### src/rtl/writeback_cycle_pkg.sv
`default_nettype none
// ============================================================================
// Module  : writeback_cycle_pkg
// Brief   : Shared types and constants for the M->W write-back stage.
// Revision: 1.0 - initial release
// ============================================================================
package writeback_cycle_pkg;

    localparam int c_DATA_W = 32;

    localparam logic c_RESULT_ALU = 1'b0;
    localparam logic c_RESULT_MEM = 1'b1;

    typedef enum logic [1:0] {
        IDLE   = 2'd0,
        ACCESS = 2'd1,
        DONE   = 2'd2
    } memState_t;

    // Any valid load or store needs the data-memory port.
    function automatic logic isMemOp(input logic valid, input logic memWrite,
                                     input logic resultSrc);
        return valid & (memWrite | (resultSrc == c_RESULT_MEM));
    endfunction

endpackage
`default_nettype wire

### src/rtl/writeback_cycle_mem_access_ctrl.sv
`default_nettype none
// ============================================================================
// Module  : writeback_cycle_mem_access_ctrl
// Brief   : Data-memory handshake FSM with timeout, stall generation and load capture.
// Revision: 1.0 - initial release
// ============================================================================
module writeback_cycle_mem_access_ctrl
    import writeback_cycle_pkg::*;
#(
    parameter int DATA_W  = c_DATA_W,
    parameter int ADDR_W  = 32,
    parameter int TIMEOUT = 16
) (
    input  logic              clk,
    input  logic              rst,
    input  logic              memOp,
    input  logic              memWrite,
    input  logic              isLoad,
    input  logic [DATA_W-1:0] addrIn,
    input  logic [DATA_W-1:0] wdataIn,
    output logic              stall,
    output logic              dmem_req,
    output logic              dmem_we,
    output logic [ADDR_W-1:0] dmem_addr,
    output logic [DATA_W-1:0] dmem_wdata,
    input  logic [DATA_W-1:0] dmem_rdata,
    input  logic              dmem_ack,
    output logic              dmem_err,
    output logic [DATA_W-1:0] loadData
);

    localparam int CNT_W = $clog2(TIMEOUT + 1);

    memState_t          r_state;
    memState_t          w_next;
    logic [CNT_W-1:0]   r_count;
    logic               w_timeout;

    // Ack takes priority over an expiring counter in the same cycle.
    assign w_timeout = (r_state == ACCESS) && !dmem_ack
                       && (r_count == CNT_W'(TIMEOUT - 1));
    assign stall     = ((r_state == IDLE) && memOp) || (r_state == ACCESS);

    always_comb begin
        w_next = r_state;
        case (r_state)
            IDLE:    if (memOp) w_next = ACCESS;
            ACCESS:  if (dmem_ack || w_timeout) w_next = DONE;
            DONE:    w_next = IDLE;
            default: w_next = IDLE;
        endcase
    end

    always_ff @(posedge clk or negedge rst) begin
        if (!rst) begin
            r_state    <= IDLE;
            r_count    <= '0;
            dmem_req   <= 1'b0;
            dmem_we    <= 1'b0;
            dmem_addr  <= '0;
            dmem_wdata <= '0;
            dmem_err   <= 1'b0;
            loadData   <= '0;
        end else begin
            r_state <= w_next;
            case (r_state)
                IDLE: begin
                    if (memOp) begin
                        dmem_req   <= 1'b1;
                        dmem_we    <= memWrite;
                        dmem_addr  <= ADDR_W'(addrIn);
                        dmem_wdata <= wdataIn;
                        r_count    <= '0;
                    end
                end
                ACCESS: begin
                    if (dmem_ack) begin
                        dmem_req <= 1'b0;
                        dmem_we  <= 1'b0;
                        if (isLoad) loadData <= dmem_rdata;
                    end else if (w_timeout) begin
                        dmem_req <= 1'b0;
                        dmem_we  <= 1'b0;
                        dmem_err <= 1'b1;
                        loadData <= '0;
                    end else begin
                        r_count <= r_count + 1'b1;
                    end
                end
                default: ;
            endcase
        end
    end

endmodule
`default_nettype wire

### src/rtl/writeback_cycle.sv
`default_nettype none
// ============================================================================
// Module  : writeback_cycle
// Brief   : M->W stage: data-memory access, W pipeline register and result mux.
// Revision: 1.0 - initial release
// ============================================================================
module writeback_cycle
    import writeback_cycle_pkg::*;
#(
    parameter int DATA_W  = c_DATA_W,
    parameter int ADDR_W  = 32,
    parameter int TIMEOUT = 16
) (
    input  logic              clk,
    input  logic              rst,
    input  logic              ValidM,
    input  logic              RegWriteM,
    input  logic              ResultSrcM,
    input  logic              MemWriteM,
    input  logic [DATA_W-1:0] ALUResultM,
    input  logic [DATA_W-1:0] WriteDataM,
    input  logic [4:0]        RDM,
    output logic              StallM,
    output logic              dmem_req,
    output logic              dmem_we,
    output logic [ADDR_W-1:0] dmem_addr,
    output logic [DATA_W-1:0] dmem_wdata,
    input  logic [DATA_W-1:0] dmem_rdata,
    input  logic              dmem_ack,
    output logic              dmem_err,
    output logic              RegWriteW,
    output logic [4:0]        RDW,
    output logic [DATA_W-1:0] ResultW
);

    logic              w_memOp;
    logic              w_regWrite;
    logic [DATA_W-1:0] w_loadData;
    logic [DATA_W-1:0] w_result;

    assign w_memOp    = isMemOp(ValidM, MemWriteM, ResultSrcM);
    // Stores and x0 destinations never reach the register file.
    assign w_regWrite = ValidM & RegWriteM & ~MemWriteM & (RDM != 5'd0);
    assign w_result   = (ResultSrcM == c_RESULT_MEM) ? w_loadData : ALUResultM;

    writeback_cycle_mem_access_ctrl #(
        .DATA_W  (DATA_W),
        .ADDR_W  (ADDR_W),
        .TIMEOUT (TIMEOUT)
    ) u_memAccessCtrl (
        .clk        (clk),
        .rst        (rst),
        .memOp      (w_memOp),
        .memWrite   (MemWriteM),
        .isLoad     (ResultSrcM),
        .addrIn     (ALUResultM),
        .wdataIn    (WriteDataM),
        .stall      (StallM),
        .dmem_req   (dmem_req),
        .dmem_we    (dmem_we),
        .dmem_addr  (dmem_addr),
        .dmem_wdata (dmem_wdata),
        .dmem_rdata (dmem_rdata),
        .dmem_ack   (dmem_ack),
        .dmem_err   (dmem_err),
        .loadData   (w_loadData)
    );

    always_ff @(posedge clk or negedge rst) begin
        if (!rst) begin
            RegWriteW <= 1'b0;
            RDW       <= '0;
            ResultW   <= '0;
        end else if (StallM) begin
            RegWriteW <= 1'b0;
        end else begin
            RegWriteW <= w_regWrite;
            RDW       <= RDM;
            ResultW   <= w_result;
        end
    end

endmodule
`default_nettype wire

### config.mk
export PLATFORM = sky130hd
export DESIGN_NAME = writeback_cycle
export DESIGN_NICKNAME = d
export VERILOG_FILES = /design/src/rtl/writeback_cycle_pkg.sv /design/src/rtl/writeback_cycle_mem_access_ctrl.sv /design/src/rtl/writeback_cycle.sv
export SDC_FILE = /design/constraint.sdc
export NUM_CORES = 1
export LEC_CHECK = 0
export CAP_MARGIN = 10
export CORE_MARGIN = 2
export CORE_UTILIZATION = 41
export CTS_CLUSTER_DIAMETER = 50
export DETAILED_ROUTE_END_ITERATION = 12
export PLACE_DENSITY = 0.77
export SLEW_MARGIN = 0
export SYNTH_ARGS = -nofsm -noshare
export SYNTH_HDL_FRONTEND = slang
export SYNTH_HIERARCHICAL = 1
export SYNTH_SLANG_ARGS = --single-unit
### constraint.sdc
create_clock -name clk -period 1.8 [get_ports clk]
set_input_delay 0.36 -clock clk [delete_from_list [all_inputs] [get_ports clk]]
set_output_delay 0.36 -clock clk [all_outputs]
set_load 0.05 [all_outputs]
=== Yosys cells after proc, flatten, opt, wreduce, memory -nomap -nowiden ===
Index checks and enable logic that the tools add are counted.

* Bits of input ports: 108
* Output and inout port bits: 106
* Word-level logic and storage cells: 61
* Bits in registers: 144

* Reduce and logical (&&, ||, !) cells: 16
* Bitwise operators: 7
* Eq/ne operators: 8
* $add $sub $neg: 1
* Multiplexer cells: 18

{| class="wikitable"
|+ Operator list
! operator !! count
|-
| 32-bit 2-to-1 mux || 4
|-
| 5-bit 2-to-1 mux || 3
|-
| 5-bit one-hot mux with 2 select lines || 1
|-
| 3-bit AND reduction || 3
|-
| 2-bit != test, second input constant || 4
|-
| 5-bit by 1-bit adder with 5-bit output, second input constant || 1
|-
| 5-bit by 4-bit equality test with 1-bit output, second input constant || 1
|-
| 1-bit 2-to-1 mux || 5
|-
| 5-bit nonzero test || 1
|-
| 1-bit AND || 4
|-
| 2-bit 2-to-1 mux || 2
|-
| 1-bit one-hot mux with 2 select lines || 2
|-
| 2-bit one-hot mux with 2 select lines || 1
|-
| 2-bit AND reduction || 2
|-
| 4-bit AND reduction || 1
|-
| 2-bit nonzero test || 2
|-
| 1-bit logical AND || 3
|-
| 3-bit by 2-bit != test with 1-bit output, second input constant || 1
|-
| 2-bit by 1-bit equality test with 1-bit output, second input constant || 1
|-
| 2-bit zero test || 1
|-
| 1-bit logical OR || 2
|-
| 2-bit by 1-bit != test with 1-bit output, second input constant || 1
|-
| 1-bit inverter || 2
|-
| 1-bit zero test || 1
|-
| 1-bit OR || 1
|}

=== Logic depth before layout (Yosys ltp) ===
* Word-level depth: 6
* Depth in mapped cells: 10
* Mapped depth without buffers: 7

=== Modules after synthesis ===
The synthesis kept the hierarchy.

{| class="wikitable"
|+ Modules (own cells, without submodules)
! module !! area each (µm²) !! cells each !! sequential area each (µm²) !! times used
|-
| writeback_cycle_mem_access_ctrl || 4192.8 || 325 || 2652.5 || 1
|-
| writeback_cycle || 1783.0 || 156 || 950.9 || 1
|}

=== Worst setup path after synthesis ===
Ideal clock, no wire load.

* Path kind: in2reg
* Start point: in ResultSrcM
* End point: reg RDW[0]
* Stages: 8
* Path buffers: 4
* Required time: 1.675 ns
* Library setup time: 0.125 ns
* Arrival time: 2.133 ns
* Slack: -0.458 ns
* Cells stage by stage: buf_6 > buf_12 > o21a_1 > nor2_1 > nor2_1 > buf_6 > buf_6 > mux2_4

* Cells in the longest elaborated chain, start to end: 4

{| class="wikitable"
|+ RTL lines
! what !! line !! RTL
|-
| start, declared || writeback_cycle.sv:18 || <nowiki>input logic ResultSrcM,</nowiki>
|-
| 1-bit OR || writeback_cycle_pkg.sv:23 || <nowiki>return valid & (memWrite | (resultSrc == c_RESULT_MEM));</nowiki>
|-
| 1-bit AND || writeback_cycle_pkg.sv:23 ||
|-
| named net w_memOp || writeback_cycle.sv:36 || <nowiki>logic w_memOp;</nowiki>
|-
| 1-bit logical AND || writeback_cycle_mem_access_ctrl.sv:42 || <nowiki>assign stall = ((r_state == IDLE) && memOp) || (r_state == ACCESS);</nowiki>
|-
| 1-bit logical OR || writeback_cycle_mem_access_ctrl.sv:42 ||
|-
| named net StallM || writeback_cycle.sv:23 || <nowiki>output logic StallM,</nowiki>
|-
| end signal, assigned || writeback_cycle.sv:72 || <nowiki>RDW <= '0;</nowiki>
|-
| end signal, assigned || writeback_cycle.sv:78 || <nowiki>RDW <= RDM;</nowiki>
|-
| end, declared || writeback_cycle.sv:32 || <nowiki>output logic [4:0] RDW,</nowiki>
|}

The timed path passes the listed nets, and every way through them passes these cells.
A chain may end at the register's enable or synchronous reset.

=== Final worst setup path ===
* Start point: in MemWriteM
* End point: out StallM

* Cells in the longest elaborated chain, start to end: 4

{| class="wikitable"
|+ RTL lines
! what !! line !! RTL
|-
| start, declared || writeback_cycle.sv:19 || <nowiki>input logic MemWriteM,</nowiki>
|-
| 1-bit OR || writeback_cycle_pkg.sv:23 ||
|-
| 1-bit AND || writeback_cycle_pkg.sv:23 ||
|-
| named net w_memOp || writeback_cycle.sv:36 ||
|-
| 1-bit logical AND || writeback_cycle_mem_access_ctrl.sv:42 ||
|-
| 1-bit logical OR || writeback_cycle_mem_access_ctrl.sv:42 ||
|-
| end, declared || writeback_cycle.sv:23 ||
|}

The timed path passes the listed nets, and every way through them passes these cells.

==> flow_metrics.env <==
export IMPL_track_usage_pct=19.9
export IMPL_fp_dieW_um=125
export IMPL_clock_power_share_pct=23.7
export IMPL_leakage_nw=4.07
export IMPL_die_h_um=125
export IMPL_wl_um=15300
export IMPL_yosys_area_top_type_share_pct=60.3
export IMPL_required_ns=1.44
export IMPL_worstMarginPinSlew_ns=0.453
export IMPL_final_min_clock_period_ns=1.76
export IMPL_syn_area_sq_um=5980
export IMPL_finalSetupViolCount=0
export IMPL_ant_nets=0
export IMPL_syn_avg_cell_area_sq_um=12.4
export IMPL_slowest_stage="clkdlybuf4s50_1"
export IMPL_path_buf_inv=2
export IMPL_outcome="finished clean"
export IMPL_cp_cell_sequence="clkdlybuf4s50_1 > o21a_1 > nor2_2 > nor2_4 > buf_12"
export IMPL_drive_gt1_share_pct=33.2
export IMPL_clkLatencyLatePin_ns=0.43
export IMPL_async_flop_share_pct=100
export IMPL_peakVddDrop_v=0.00104
export IMPL_cts_root_buf="clkbuf_16"
export IMPL_drv_slew=0
export IMPL_critical_path_depth=5
export IMPL_portBuffers=213
export IMPL_grt_overflow=0
export IMPL_power_total_mw=15.8
export IMPL_cts_sinks=144
export IMPL_crit_end="StallM"
export IMPL_stdcell_area_sq_um=8850
export IMPL_yosys_register_bits=144
export IMPL_power_frac_seq_pct=32.7
export IMPL_p_sw_share_pct=41.5
export IMPL_start_util_pct=41.6
export IMPL_maxSlewHeadroom_pct=69.8
export IMPL_max_cap_violations=0
export IMPL_crit_path_start="MemWriteM"
export IMPL_yosys_top_cells_count="dfrtp_1 (144), nand2_1 (66), mux2_2 (57)"
export IMPL_r2r_end="u_memAccessCtrl/r_count[4]"
export IMPL_path_max_fanout=3
export IMPL_first_pass_iters=5
export IMPL_ys_seq_area_share_pct=60.3
export IMPL_r2r_cells=7
export IMPL_yosysUniqueCellTypes=32
export IMPL_antenna_cells=0
export IMPL_clkSlewWorstSetupHoldPaths_ns=0.06
export IMPL_internal_power_mw=9.23
export IMPL_crit_path_start_kind="input pin"
export IMPL_grt_pass1_vias=4841
export IMPL_hold_path_class="in2async"
export IMPL_dieArea_sq_um=15600
export IMPL_period_share_pct=97.8
export IMPL_wl_per_cell_um=17.0
export IMPL_post_route_drc_count=0
export IMPL_r2r_start="u_memAccessCtrl/r_count[1]"
export IMPL_switchingPower_mw=6.54
export IMPL_criticalPathCategory="in2out"
export IMPL_synth_flop_cell="dfrtp_1"
export IMPL_cts_buffer_depth=2
export IMPL_synth_edff_count=0
export IMPL_place_congestion=0.756
export IMPL_detailed_place_hpwl_um=10700
export IMPL_ctsHtreeMaxLevel=4
export IMPL_dr_total_vias=4596
export IMPL_fillers=1100
export IMPL_fin_nets=814
export IMPL_ios=214
export IMPL_synth_largest_area_cell="dfrtp_1"
export IMPL_p_comb_share_pct=43.6
export IMPL_rsz0062_at_grt="true"
export IMPL_cts_tree="done"
export IMPL_dpl_cell_area_sq_um=8170
export IMPL_area_delta_synth_final_pct=48.2
export IMPL_fin_tns_setup_ns=0
export IMPL_timing_reg2reg_setup_slack_ns=0.09
export IMPL_dpl_cell_count=865
export IMPL_viasPerCell=5.11
export IMPL_grt_max_degree=66
export IMPL_grt_pass1_wl_um=24600
export IMPL_yosys_top_cells_area="dfrtp_1 (60%), mux2_2 (11%), mux2i_1 (5.7%)"
export IMPL_synthCells=481
export IMPL_clock_fmax_ghz=0.568
export IMPL_antenna_found_initial=0
export IMPL_critPathMaxStageDelay_ns=0.50
export IMPL_synth_nets=591
export IMPL_hold_violations=0
export IMPL_numCtsBuffers=17
export IMPL_critPathCaptureType="output port"
export IMPL_fin_cells=900
export IMPL_drtIter0Drc=322
export IMPL_num_rows=44
export IMPL_synth_most_common_cell="dfrtp_1"
export IMPL_fin_skew_ns=0.0106
export IMPL_yosysWarningCount=6
export IMPL_cp_top_family="buffers and inverters"
export IMPL_power_density_nw_per_um2=1780
export IMPL_crit_arrival_ns=1.40
export IMPL_core_area_sq_um=14400
==> routing by layer <==
metal | up-vias | GRT usage, % | wire length (um)
li1 | 2141 | - | -
met1 | 2248 | 24.5 | 6480
met2 | 189 | 32.1 | 7370
met3 | 18 | 7.90 | 1230
met4 | 0 | 6.15 | 208
met5 | - | 0 | 0
==> how the worst min path moves through the flow <==
stage | start | endpoint | slack [ns] | depth (start not counted)
after global routing | dmem_ack | u_memAccessCtrl/loadData[27] | 0.46 | 4
final | rst | u_memAccessCtrl/dmem_wdata[9] | 0.44 | 2
after global placement | rst | u_memAccessCtrl/dmem_wdata[10] | 0.32 | 1
after floorplan | rst | RDW[0] | 0.06 | 0
after CTS | rst | u_memAccessCtrl/dmem_wdata[9] | 0.45 | 2
after detailed placement | rst | u_memAccessCtrl/dmem_wdata[9] | 0.33 | 1
==> power by group through the flow <==
stage | registers, mW | logic [mW] | clock network (mW)
floorplan | 8.07 | 1.57 | 0
global placement | 5.11 | 6.75 | 0
detailed placement | 5.19 | 6.87 | 0
CTS | 5.16 | 6.90 | 3.81
global route | 5.31 | 7.22 | 3.95
finish | 5.16 | 6.88 | 3.73
==> sequential cells by signal (all words and copies together), names as in the netlist <==
signal,flops
u_memAccessCtrl/dmem_err,1
u_memAccessCtrl/loadData,32
u_memAccessCtrl/dmem_wdata,32
u_memAccessCtrl/dmem_we,1
u_memAccessCtrl/dmem_req,1
u_memAccessCtrl/dmem_addr,32
u_memAccessCtrl/r_state,2
RDW,5
ResultW,32
u_memAccessCtrl/r_count,5
RegWriteW,1
==> area by class of cell <==
type / count / area [sq um] / area share [%]
tap: 184 / 230 / 2.60
clock inverter: 9 / 155 / 1.75
inverter: 2 / 7.51 / 0.0848
timing repair buffer: 242 / 2190 / 24.8
multi-input combinational: 297 / 2190 / 24.7
clock buffer: 22 / 474 / 5.36
sequential: 144 / 3600 / 40.7
==> cells by family (layout without fill, tap and decap cells) <==
group / Yosys count / in the layout / synth area share, %
AOI/OAI and AO/OA: 76 / 76 / 6.66
xor gates and xnor gates: 1 / 1 / 0.147
adders and majority gates: 2 / 2 / 0.419
buffers and inverters: 40 / 275 / 4.19
DFF: 144 / 144 / 60.3
muxes: 103 / 103 / 19.0
and+or+nand+nor: 115 / 115 / 9.28
==> worst register-to-register path, delay by kind of cell, from the launching register on <==
kind                       cells  cell delay [ns]
AOI/OAI and AO/OA              1             0.06
DFF                            1             0.39
adders and majority gates      2             0.37
buffers and inverters          1             0.18
and+or+nand+nor                3             0.58
==> cell usage in the layout, fill, tap and decap left out, drive strengths merged, types with 2 or more instances in the layout <==
cell / instances
nand2: 66
nand2b: 2
clkinv: 3
mux2i: 34
bufinv: 4
o21ai: 67
clkbuf: 22
a22o: 2
inv: 3
mux2: 69
clkdlybuf4s50: 104
nor2: 7
buf: 137
a21oi: 3
o21a: 2
ha: 2
dfrtp: 144
nand4: 32
==> per-stage QoR <==
step / util [%] / setup WS [ns] / hold WS [ns]
final: 61.6 / 0.0390 / 0.440
after global routing: 61.6 / -0.0164 / 0.461
after CTS: 61.3 / 0.00332 / 0.446
after detailed placement: 56.8 / -0.319 / 0.331
after global placement: 56.8 / -0.257 / 0.320
after floorplan: - / 0.0109 / 0.0644
==> what timing repair did <==
item,4_1_cts,5_1_grt
pin swaps,2,2
gates cloned,0,0
buffers inserted,0,3
hold buffers,1,0
endpoints found under the setup margin,2,6
endpoints found under the hold margin,38,0
resized for setup,1,5
(Power assumes the default switching activity.)
